===== src/rtl/pc_gen_unit_pkg.sv =====
// pc_gen_unit_pkg
//   Shared constants, the next-PC select encoding and the alignment helper
//   used by the program-counter generator and its return-address stack.
//   No ports; imported by pc_gen_unit and pc_gen_unit_ras.
package pc_gen_unit_pkg;

  localparam int STEP_32 = 4;
  localparam int STEP_16 = 2;

  // Next-PC sources, listed from highest to lowest priority.
  typedef enum logic [2:0] {
    SEL_TRAP,
    SEL_MRET,
    SEL_MISALIGN,
    SEL_REDIRECT,
    SEL_STALL,
    SEL_RAS,
    SEL_SEQ
  } pc_sel_e;

  // With compressed instructions only halfword alignment is needed.
  // Without them the target must be word aligned.
  function automatic logic is_misaligned(input logic [1:0] low_bits, input logic c_ext);
    return c_ext ? low_bits[0] : (low_bits != 2'b00);
  endfunction

endpackage


===== src/rtl/pc_gen_unit_ras.sv =====
// pc_gen_unit_ras
//   Circular return-address stack. The top pointer always addresses the
//   most recent entry. The count saturates at RAS_DEPTH, so a push into a
//   full stack silently overwrites the oldest entry.
// Ports
//   clk        in   clock, rising edge
//   rst        in   asynchronous active-high reset
//   push_en    in   push push_data (combined with pop_en: replace top)
//   pop_en     in   discard top entry (ignored when empty)
//   push_data  in   XLEN address to store
//   top_data   out  most recent entry
//   empty      out  stack holds no entries
import pc_gen_unit_pkg::*;

module pc_gen_unit_ras #(
  parameter int XLEN      = 32,
  parameter int RAS_DEPTH = 4
) (
  input  logic            clk,
  input  logic            rst,
  input  logic            push_en,
  input  logic            pop_en,
  input  logic [XLEN-1:0] push_data,
  output logic [XLEN-1:0] top_data,
  output logic            empty
);

  localparam int PTR_W = $clog2(RAS_DEPTH);
  localparam int CNT_W = $clog2(RAS_DEPTH + 1);

  logic [XLEN-1:0]  mem_q [RAS_DEPTH];
  logic [XLEN-1:0]  mem_d [RAS_DEPTH];
  logic [PTR_W-1:0] ptr_q, ptr_d;
  logic [CNT_W-1:0] cnt_q, cnt_d;
  logic             full;

  assign empty    = (cnt_q == '0);
  assign full     = (cnt_q == CNT_W'(RAS_DEPTH));
  assign top_data = mem_q[ptr_q];

  // The pointer wraps for free because RAS_DEPTH is a power of two.
  // A simultaneous push and pop replaces the top entry and leaves the count alone.
  always_comb begin
    mem_d = mem_q;
    ptr_d = ptr_q;
    cnt_d = cnt_q;
    if (push_en && pop_en) begin
      mem_d[ptr_q] = push_data;
    end else if (push_en) begin
      ptr_d        = ptr_q + PTR_W'(1);
      mem_d[ptr_d] = push_data;
      if (!full) begin
        cnt_d = cnt_q + CNT_W'(1);
      end
    end else if (pop_en && !empty) begin
      ptr_d = ptr_q - PTR_W'(1);
      cnt_d = cnt_q - CNT_W'(1);
    end
  end

  always_ff @(posedge clk or posedge rst) begin
    if (rst) begin
      mem_q <= '{default: '0};
      ptr_q <= '0;
      cnt_q <= '0;
    end else begin
      mem_q <= mem_d;
      ptr_q <= ptr_d;
      cnt_q <= cnt_d;
    end
  end

endmodule


===== src/rtl/pc_gen_unit.sv =====
// pc_gen_unit
//   Program counter for the single-cycle core. Each cycle it picks the next
//   fetch address from one of these sources, in priority order: trap entry,
//   mret, misaligned-redirect trap, redirect, stall hold, RAS prediction,
//   sequential step.
// Ports
//   CLK              in   clock, rising edge
//   Reset            in   asynchronous active-high reset
//   Stall            in   hold PC (overridden by Trap/Mret/Redirect)
//   Redirect         in   taken branch / jal / jalr
//   Redirect_Target  in   redirect address
//   Trap             in   exception / interrupt entry
//   Mret             in   return from trap
//   Is_Compressed    in   current instruction is 16-bit (only when C_EXT=1)
//   Ras_Push         in   push PC_Plus onto the RAS
//   Ras_Pop          in   predict next PC from the RAS top
//   PC               out  current fetch address
//   PC_Plus          out  PC + 2/4, combinational, wraps
//   EPC              out  PC saved at the last trap
//   Misaligned       out  one-cycle pulse after a misaligned redirect
//   Ras_Empty        out  RAS holds no entries
import pc_gen_unit_pkg::*;

module pc_gen_unit #(
  parameter int              XLEN         = 32,
  parameter logic [XLEN-1:0] RESET_VECTOR = '0,
  parameter logic [XLEN-1:0] TRAP_VECTOR  = XLEN'(32'h0000_0100),
  parameter int              RAS_DEPTH    = 4,
  parameter int              C_EXT        = 0
) (
  input  logic            CLK,
  input  logic            Reset,
  input  logic            Stall,
  input  logic            Redirect,
  input  logic [XLEN-1:0] Redirect_Target,
  input  logic            Trap,
  input  logic            Mret,
  input  logic            Is_Compressed,
  input  logic            Ras_Push,
  input  logic            Ras_Pop,
  output logic [XLEN-1:0] PC,
  output logic [XLEN-1:0] PC_Plus,
  output logic [XLEN-1:0] EPC,
  output logic            Misaligned,
  output logic            Ras_Empty
);

  logic [XLEN-1:0] pc_q, pc_d;
  logic [XLEN-1:0] epc_q, epc_d;
  logic            misaligned_q, misaligned_d;
  logic [XLEN-1:0] step;
  logic [XLEN-1:0] ras_top;
  logic            ras_empty;
  logic            target_bad;
  logic            ras_ok;
  pc_sel_e         sel;

  assign step       = ((C_EXT != 0) && Is_Compressed) ? XLEN'(STEP_16) : XLEN'(STEP_32);
  assign PC_Plus    = pc_q + step;
  assign target_bad = is_misaligned(Redirect_Target[1:0], C_EXT != 0);

  always_comb begin
    sel = SEL_SEQ;
    if (Trap)                         sel = SEL_TRAP;
    else if (Mret)                    sel = SEL_MRET;
    else if (Redirect && target_bad)  sel = SEL_MISALIGN;
    else if (Redirect)                sel = SEL_REDIRECT;
    else if (Stall)                   sel = SEL_STALL;
    else if (Ras_Pop && !ras_empty)   sel = SEL_RAS;
  end

  // The stack is only touched when the instruction actually retires:
  // not stalled, and not displaced by a trap, mret or misaligned trap.
  // An aligned redirect still updates it, because calls and returns are redirects.
  assign ras_ok = !Stall && !(sel inside {SEL_TRAP, SEL_MRET, SEL_MISALIGN});

  always_comb begin
    pc_d         = pc_q;
    epc_d        = epc_q;
    misaligned_d = 1'b0;
    case (sel)
      SEL_TRAP: begin
        pc_d  = TRAP_VECTOR;
        epc_d = pc_q;
      end
      SEL_MRET:     pc_d = epc_q;
      SEL_MISALIGN: begin
        pc_d         = TRAP_VECTOR;
        epc_d        = pc_q;
        misaligned_d = 1'b1;
      end
      SEL_REDIRECT: pc_d = Redirect_Target;
      SEL_STALL:    pc_d = pc_q;
      SEL_RAS:      pc_d = ras_top;
      default:      pc_d = PC_Plus;
    endcase
  end

  always_ff @(posedge CLK or posedge Reset) begin
    if (Reset) begin
      pc_q         <= RESET_VECTOR;
      epc_q        <= '0;
      misaligned_q <= 1'b0;
    end else begin
      pc_q         <= pc_d;
      epc_q        <= epc_d;
      misaligned_q <= misaligned_d;
    end
  end

  pc_gen_unit_ras #(
    .XLEN      (XLEN),
    .RAS_DEPTH (RAS_DEPTH)
  ) u_ras (
    .clk       (CLK),
    .rst       (Reset),
    .push_en   (Ras_Push && ras_ok),
    .pop_en    (Ras_Pop && ras_ok),
    .push_data (PC_Plus),
    .top_data  (ras_top),
    .empty     (ras_empty)
  );

  assign PC         = pc_q;
  assign EPC        = epc_q;
  assign Misaligned = misaligned_q;
  assign Ras_Empty  = ras_empty;

endmodule

===== config.mk =====
export PLATFORM = sky130hd
export DESIGN_NAME = pc_gen_unit
export DESIGN_NICKNAME = d
export VERILOG_FILES = /design/src/rtl/pc_gen_unit_pkg.sv /design/src/rtl/pc_gen_unit_ras.sv /design/src/rtl/pc_gen_unit.sv
export SDC_FILE = /design/constraint.sdc
export NUM_CORES = 1
export LEC_CHECK = 0
export ABC_AREA = 1
export CELL_PAD_IN_SITES_DETAIL_PLACEMENT = 1
export CELL_PAD_IN_SITES_GLOBAL_PLACEMENT = 1
export CORE_UTILIZATION = 40
export DETAILED_ROUTE_END_ITERATION = 10
export DONT_BUFFER_PORTS = 1
export GPL_TIMING_DRIVEN = 0
export PLACE_DENSITY_LB_ADDON = 0.1
export SLEW_MARGIN = 20
export SYNTH_ARGS = -nofsm -noshare
export SYNTH_HDL_FRONTEND = slang
export SYNTH_SLANG_ARGS = --single-unit

===== constraint.sdc =====
create_clock -name CLK -period 12.47 [get_ports CLK]
set_input_delay 3.741 -clock CLK [delete_from_list [all_inputs] [get_ports CLK]]
set_output_delay 3.741 -clock CLK [all_outputs]
set_load 0.05 [all_outputs]

# ---- Word-level counts from Yosys, hierarchy flattened
# Cells that the tools add are included.
dict set report classes {
  eq_ne 7
  n_addsub 5
  muxes 24
  reduce_logical 21
  bitwise_logic 3
  order_cmp 4
}
# cell count
set ops {}
lappend ops {{$bwmux 128} 2}
lappend ops {{$mux 128} 2}
lappend ops {{$pmux 32 s5} 1}
lappend ops {{$demux 32 s2} 2}
lappend ops {{$mux 32} 4}
lappend ops {{$bmux 32 s2} 1}
lappend ops {{$add 32x3->32 const B} 1}
lappend ops {{$mux 3} 7}
lappend ops {{$eq 3x3->1 const B} 3}
lappend ops {{$logic_and 1x1->1} 9}
lappend ops {{$mux 2} 4}
lappend ops {{$eq 3x2->1 const B} 2}
lappend ops {{$ge 3x3->1 const B} 2}
lappend ops {{$logic_not 3->1} 2}
lappend ops {{$lt 3x1->1 const B} 2}
lappend ops {{$not 2->3} 2}
lappend ops {{$reduce_bool 2->1} 3}
lappend ops {{$add 3x1->3 const B} 1}
lappend ops {{$eq 3x1->1 const B} 1}
lappend ops {{$logic_not 1->1} 3}
lappend ops {{$reduce_and 3->1} 1}
lappend ops {{$reduce_bool 3->1} 1}
lappend ops {{$sub 3x1->3 const B} 1}
lappend ops {{$add 2x1->2 const B} 1}
lappend ops {{other kinds (6)} 6}
dict set report totals {
  inputBits 41
  out_inout_bits 98
  reg_bits 198
}

# ---- Logic depth before layout (Yosys ltp)
# Gate-level depths: netlist of run 1.
dict set report logic_depth {
  ltp_word 17
  ltp_mapped 16
  mapped_depth_nobuf 14
}

# ---- Hierarchy
# Synthesis of run 1 repeated with hierarchy kept, for this count alone.
dict set report hier_totals {
  cells_unflattened 1388
  hier_area_um2 10587.7
}
# module cells_each instances area_each_um2
set modules_own_cells {}
lappend modules_own_cells {pc_gen_unit_ras 684 1 5919.4}
lappend modules_own_cells {pc_gen_unit 704 1 4668.2}

# ---- Worst setup path before layout of run 1
# Ideal clock, no wire load.
dict set report synth_timing {
  path_type {register to output}
  from {register pc_q[2], in the netlist PC[2]}
  to {output PC_Plus[18]}
  setup_slack_ns 6.449
  arrival_time_ns 2.280
  required_ns 8.729
  path_stages_with_launch 7
  cell_sequence {dfrtp_1 ha_1 nand3_1 inv_1 nand2_1 nor2_2 xor2_1}
}
dict set report synth_between {
  elab_chain_len 1
}
# item line_no
set synth_rtl {}
lappend synth_rtl {{from (decl)} pc_gen_unit.sv:48} ;# logic [XLEN-1:0] pc_q, pc_d;
lappend synth_rtl {{from (signal assigned)} pc_gen_unit.sv:105} ;# pc_q <= pc_d;
lappend synth_rtl {{$add 32x3->32} pc_gen_unit.sv:59} ;# assign PC_Plus = pc_q + step;
lappend synth_rtl {{to (decl)} pc_gen_unit.sv:42} ;# output logic [XLEN-1:0] PC_Plus,
# Every way passes these cells.

# ---- Final worst setup path of run 1
dict set report layout_timing {
  from {register pc_q[2], in the netlist PC[2]}
  to {output PC_Plus[30]}
}
# The elaborated chain is that of the path after synthesis.

==> results of run 1 <==
==> cell families (layout without fill, tap and decap cells) <==
group,Yosys count,in the layout
mux,7,7
xor+xnor,17,17
flops,198,198
compound gates,201,201
buf+inv,226,260
simple gates,1306,1306
other cells,0,2
fa+ha+maj,6,6
==> layout make-up <==
cell class | count | share of cell area [%]
Multi-Input combinational cell | 1537 | 48.11
Clock buffer | 20 | 3.224
Timing Repair Buffer | 2 | 0.3974
Tap cell | 396 | 3.576
Antenna cell | 2 | 0.03612
Inverter | 105 | 2.899
Buffer | 121 | 5.139
Sequential cell | 198 | 35.76
Clock inverter | 12 | 0.8579
==> sequential cells by signal, summed over array words and instances (netlist names) <==
signal / cells
EPC: 32
Misaligned: 1
PC: 32
u_ras.cnt_q: 3
u_ras.mem_q: 128
u_ras.ptr_q: 2
==> worst reg2reg max path, stage by stage (launching register included) <==
cell and delay [ns]:
dfrtp_1 0.41, clkbuf_1 0.52, inv_1 0.13, clkbuf_1 0.35, clkbuf_1 0.39, ha_1 0.43
inv_1 0.13, clkbuf_1 0.46, clkbuf_1 0.64, nor2_1 0.15, nand2_1 0.10, nand2_1 0.11
nand2_1 0.08, nand2_1 0.05
==> power by group <==
part	switching (mW)	internal (mW)
logic	0.690	0.204
clock network	0.285	0.285
registers	0.186	0.713
==> through the flow <==
stage	hold WS (ns)	std cells	setup WS [ns]
2_1_floorplan	0.4731	1961	3.332
3_3_place_gp	0.4878	2357	0.5487
3_5_place_dp	0.4902	2359	5.548
4_1_cts	0.5114	2391	5.056
5_1_grt	0.5333	2391	4.842
6_report	0.5072	2393	4.980
==> path summary, 6_finish.rpt <==
| check | start | end | slack, ns | cells past startpoint |
|---|---|---|---|---|
| worst min-delay path | u_ras.mem_q[37] | u_ras.mem_q[37] | 0.51 | 2 |
| max in group asynchronous | Reset | PC[27] | 8.19 | 3 |
| worst max register to register | u_ras.ptr_q[1] | u_ras.mem_q[120] | 8.42 | 13 |
| min in group asynchronous | Reset | u_ras.mem_q[97] | 3.12 | 1 |
| worst min register to register | u_ras.mem_q[37] | u_ras.mem_q[37] | 0.51 | 2 |
| worst max-delay path | PC[2] | PC_Plus[30] | 4.98 | 6 |
==> layer usage <==
layer	up-vias	GRT usage, %
li1	6212	-
met1	6750	46.51
met2	534	58.37
met3	106	10.49
met4	0	13.37
met5	-	0
==> cell usage in the layout (no fill, tap or decap), types with 5 or more instances in the layout <==
master     count
clkbuf_1      62
nand3_1      180
a21oi_1       53
buf_2         28
ha_1           5
xor2_1        15
dfrtp_1      198
nand2_1      821
mux2_2         7
o22ai_1       22
o21ai_0      118
nor2_1       268
buf_6         28
clkbuf_16     17
nand4_1        9
nand2_2        5
nand2_4        8
inv_1        100
==> flow_summary.json, run 1 <==
{
  "yosys-top-cells-count": "nand2_1 (821), nor2_1 (268), dfrtp_1 (198), nand3_1 (180), o21ai_0 (118)",
  "final_util_pct": 44.82,
  "routedWlPerCell_microns": 24.27,
  "p_per_area_nw_per_um2": 170.6,
  "top_layer": "met4",
  "cts_hold_buf": 0,
  "syn_nets": 2008,
  "final-seq-area_sq_um": 4955,
  "synthXorXnorAreaFrac_pct": 1.171,
  "setup_viol_count_final": 0,
  "crit_slowest_cell": "dfrtp_1",
  "antenna_left": 0,
  "first_pass_iters": 8,
  "maxCapViolCount": 0,
  "core_area_sq_um": 30910,
  "slowest_delay_ns": 0.92,
  "synth-compound-area-share_pct": 8.224,
  "cts_root_buffer": "clkbuf_16",
  "ys_async_sr_fraction_pct": 100.0,
  "synth-simple-area-share_pct": 41.68,
  "totalWireLength_microns": 58080,
  "min-delay-path-class": "reg2reg",
  "clk-insertion-delay-late_ns": 0.47,
  "leakagePower_nw": 7.304,
  "start_kind": "flip-flop",
  "syn_inst": 1961,
  "gp_congestion": 0.9821,
  "dr.first_iter.drc_count": 1183,
  "start_util_pct": 41.15,
  "die_h_microns": 180.3,
  "worst-setup-path-type": "reg2out",
  "yosys.area_share.adder_pct": 0.6493,
  "grt_pass1_vias": 13980,
  "cp-end-kind": "output pin",
  "tns_ns": 0,
  "vias": 13600,
  "final-max-slew-violation-count": 0,
  "grt_pass1_wl_microns": 87290,
  "status": "finished with violations",
  "syn_to_final_growth_pct": 8.932,
  "postCtsSetupBuffers": 0,
  "synth_area_sq_um": 12720,
  "cts-resized-gates": 0,
  "htreeDepth": 4,
  "track_usage_pct": 36.40,
  "ir_drop_v": 0.0001201,
  "cts.sinks": 198,
  "ios": 139,
  "rsz0062_at_grt": "no",
  "fp.dieW_microns": 180.3,
  "hold_violations": 0,
  "skew_ns": 0.01353,
  "fillers": 4165,
  "yosysTopAreaCellShare_pct": 38.96,
  "p_total_mw": 2.364,
  "dieArea_sq_um": 32510,
  "cts_buffers": 17,
  "synth_ff_type": "dfrtp_1",
  "critPathRequiredTime_ns": 8.73,
  "drive_gt1_share_pct": 6.416,
  "ys_warn_count": 0,
  "dr_wl_met3_microns": 4919,
  "grt_max_degree": 91,
  "path_max_fanout": 9,
  "dr_wl_met2_microns": 26690,
  "synth_cell_type_count": 36,
  "yosysMostFrequentCell": "nand2_1",
  "placed_cell_area_sq_um": 13280,
  "multi_input_area_sq_um": 6665,
  "route.detailed.drc": 2,
  "cts_tree": "done",
  "finalCritPeriodShare_pct": 60.07,
  "synthMuxAreaShare_pct": 0.6198,
  "slew_headroom_pct": 24.08,
  "clk_transition_reported_paths_ns": 0.08,
  "cp.arrival_ns": 3.75,
  "antenna_found_initial": 1,
  "m1WireLength_microns": 24690,
  "max_freq_mhz": 133.5,
  "synth_seq_cells": 198,
  "hpwl_microns": 43130,
  "synth_top_family_by_area": "simple AND/OR/NAND/NOR gates",
  "synth-edff-count": 0,
  "crit_buf_inv": 1,
  "avgViaCountPerCell": 5.684,
  "syn_avg_cell_area_sq_um": 6.486,
  "grt_overflow": 0,
  "synth_area_leader_cell": "dfrtp_1",
  "io_buffers": 0,
  "crit_chain": "ha_1 -> nand3_1 -> nor2_1 -> nand4_1 -> xor2_1 -> inv_1",
  "worst_slew_pin_slew_ns": 1.135,
  "fin_crit_ns": 7.490,
  "fin_nets": 2029,
  "num_rows": 64,
  "fin_area_sq_um": 13850,
  "synth_area_leaders": "dfrtp_1 (39%), nand2_1 (24%), nor2_1 (7.9%)",
  "cts_buffer_depth": 2,
  "crit_family": "flip-flops",
  "violations": "design-rule violations",
  "ys_seq_area_share_pct": 38.96
}
Power figures use the tool's default switching activity.
==> run 2, diff against run 1 <==
- clock period: 12.47 -> 7.2 ns (I/O delays scaled with it)
==> run 2 against run 1 <==
Against the previous run: highest routed layer unchanged; sequential cell count unchanged; clock skew up 0.0044 ns; critical path depth up 1; largest cell class unchanged; worst setup slack worse by 3.7 ns; global-route usage down 0.10 points; critical endpoint is now PC_Plus[19]; the run now ends clean; power up 76%; wire length about the same; combinational power up 73%; largest power group unchanged.
==> flow_summary.json, run 2 (synthesis gave the netlist of run 1 again) <==
{
  "status": "completed",
  "finalCritPeriodShare_pct": 82.21,
  "first_pass_iters": 7,
  "syn_to_final_growth_pct": 9.818,
  "crit_family": "simple AND/OR/NAND/NOR gates",
  "max_flop_register": "u_ras.mem_q",
  "final_cell_mix": "nand2_1 (821), nor2_1 (268), dfrtp_1 (198)",
  "dr.first_iter.drc_count": 1141,
  "setup_viol_count_final": 0,
  "min_delay_path_depth": 2,
  "cts-resized-gates": 0,
  "leakagePower_nw": 7.349,
  "p_per_area_nw_per_um2": 297.0,
  "grt_pass1_wl_microns": 87630,
  "track_usage_pct": 36.30,
  "antenna_found_initial": 0,
  "num_rows": 64,
  "fp.dieW_microns": 180.3,
  "cts.sinks": 198,
  "start_util_pct": 41.15,
  "tns_ns": 0,
  "slew_headroom_pct": 24.18,
  "hpwl_microns": 43720,
  "cts_tree": "done",
  "dieArea_sq_um": 32510,
  "postCtsSetupBuffers": 0,
  "ios": 139,
  "crit_chain": "nand3_2 -> nor2_4 -> nand2_1 -> nor2_2 -> nand3_1 -> xor2_1 -> inv_1",
  "clk_transition_reported_paths_ns": 0.08,
  "crit_slowest_cell": "dfrtp_1",
  "critPathRequiredTime_ns": 5.04,
  "cp.arrival_ns": 3.76,
  "fin_nets": 2034,
  "whs_endpoint": "u_ras.mem_q[103]",
  "grt_pass1_vias": 14140,
  "cts_buffers": 17,
  "clk-insertion-delay-late_ns": 0.48,
  "totalWireLength_microns": 58100,
  "final_util_pct": 45.19,
  "layout_commonest_cell": "nand2_1",
  "die_h_microns": 180.3,
  "largest_reg_flops": 128,
  "cts_root_buffer": "clkbuf_16",
  "start_kind": "flip-flop",
  "hold_violations": 0,
  "r2r-start": "u_ras.ptr_q[1]",
  "cts_hold_buf": 0,
  "antenna_left": 0,
  "crit_buf_inv": 1,
  "crit_cells": 7,
  "grt_overflow": 0,
  "min-delay-path-class": "reg2reg",
  "route.detailed.drc": 0,
  "drive_gt1_share_pct": 6.703,
  "maxCapViolCount": 0,
  "reg2reg_slack_ns": 3.14,
  "slowest_delay_ns": 0.92,
  "gp_congestion": 0.9665,
  "fin_crit_ns": 5.919,
  "ir_drop_v": 0.0001904,
  "worst_slew_pin_slew_ns": 1.134,
  "grt_max_degree": 31,
  "core_area_sq_um": 30910,
  "r2r_end": "u_ras.mem_q[126]",
  "vias": 13640,
  "cp-end-kind": "output pin",
  "final-max-slew-violation-count": 0,
  "r2r_cells": 13,
  "min_from": "u_ras.mem_q[103]",
  "io_buffers": 0,
  "htreeDepth": 4,
  "rsz0062_at_grt": "no",
  "max_freq_mhz": 168.9,
  "skew_ns": 0.01793,
  "worst-setup-path-type": "reg2out",
  "cts_buffer_depth": 2,
  "avgViaCountPerCell": 5.692,
  "routedWlPerCell_microns": 24.25,
  "path_max_fanout": 9
}
-- run 2: cell count changes in the layout (fill, tap and decap cells not counted) --
cell        change
buf_16          -1
inv_6           -1
clkbuf_1        -2
buf_12          +6
clkinv_4        +2
bufinv_16       +1
clkbuf_8        -1
diode_2         -1
clkinv_2        -2
clkinvlp_4      +2
-- run 2: worst max-delay path by stage --
stage / to / slack, ns / startpoint
final: PC_Plus[19] / 1.28 / PC[2]
after global routing: PC_Plus[19] / 1.12 / PC[2]
after CTS: PC_Plus[19] / 1.26 / PC[2]
after detailed placement: PC_Plus[19] / 1.83 / PC[2]
after global placement: EPC[19] / 1.08 / Reset
after floorplan: EPC[0] / 2.48 / Reset
-- run 2: report_power, final --
| part | switching [mW] | internal (mW) | total [mW] |
|---|---|---|---|
| sequential | 0.322 | 1.23 | 1.56 |
| clock | 0.518 | 0.521 | 1.04 |
| combinational | 1.19 | 0.358 | 1.55 |
| total | 2.03 | 2.11 | 4.15 |
-- run 2: area by class of cell --
type / instances / area (sq um)
fillers: 4132 / 16940
multi-input cells: 1537 / 6665
flip-flops and latches: 198 / 4955
plain buffers: 121 / 711.9
well taps: 396 / 495.5
clock buffers: 17 / 425.4
inverters: 105 / 397.9
clock inverters: 14 / 166.4
repair buffers: 7 / 147.6
diodes: 1 / 2.502
-- run 2: through the flow --
stage | std cells | total power [mW] | instance area (sq um) | hold slack (ns) | setup slack (ns)
2_1_floorplan | 1961 | 2.481 | 12720 | 0.4731 | 2.480
3_3_place_gp | 2357 | 3.044 | 13220 | 0.4873 | 1.077
3_5_place_dp | 2364 | 3.081 | 13370 | 0.4907 | 1.830
4_1_cts | 2395 | 4.107 | 13960 | 0.5133 | 1.264
5_1_grt | 2395 | 4.314 | 13960 | 0.5264 | 1.117
6_report | 2396 | 4.149 | 13970 | 0.5127 | 1.281
-- run 2: worst min-delay path, stage by stage, from the launching register on --
cell,delay (ns)
dfrtp_1,0.35
nand3_1,0.08
nand2_1,0.06
-- run 2: layer usage --
layer	vias up	global-route usage (%)	share of wire (%)
li1	6222	-	-
met1	6775	47.97	43
met2	535	58.39	46
met3	105	7.660	7.5
met4	0	13.44	3.0
met5	-	0	0
==> run 3, diff against run 2 <==
- clock period: 7.2 -> 6.17 ns (I/O delays scaled with it)
==> results of run 3 <==
The final DEF is identical to that of run 2. Status: completed.
Main changes from that run: setup slack after placement 1.830 ns -> 1.109 ns; setup slack after layout 1.281 ns -> 0.5597 ns; register-to-register setup slack 3.14 ns -> 2.11 ns; total power 4.149 mW -> 4.841 mW; worst IR drop on VDD 0.0001904 V -> 0.0002221 V
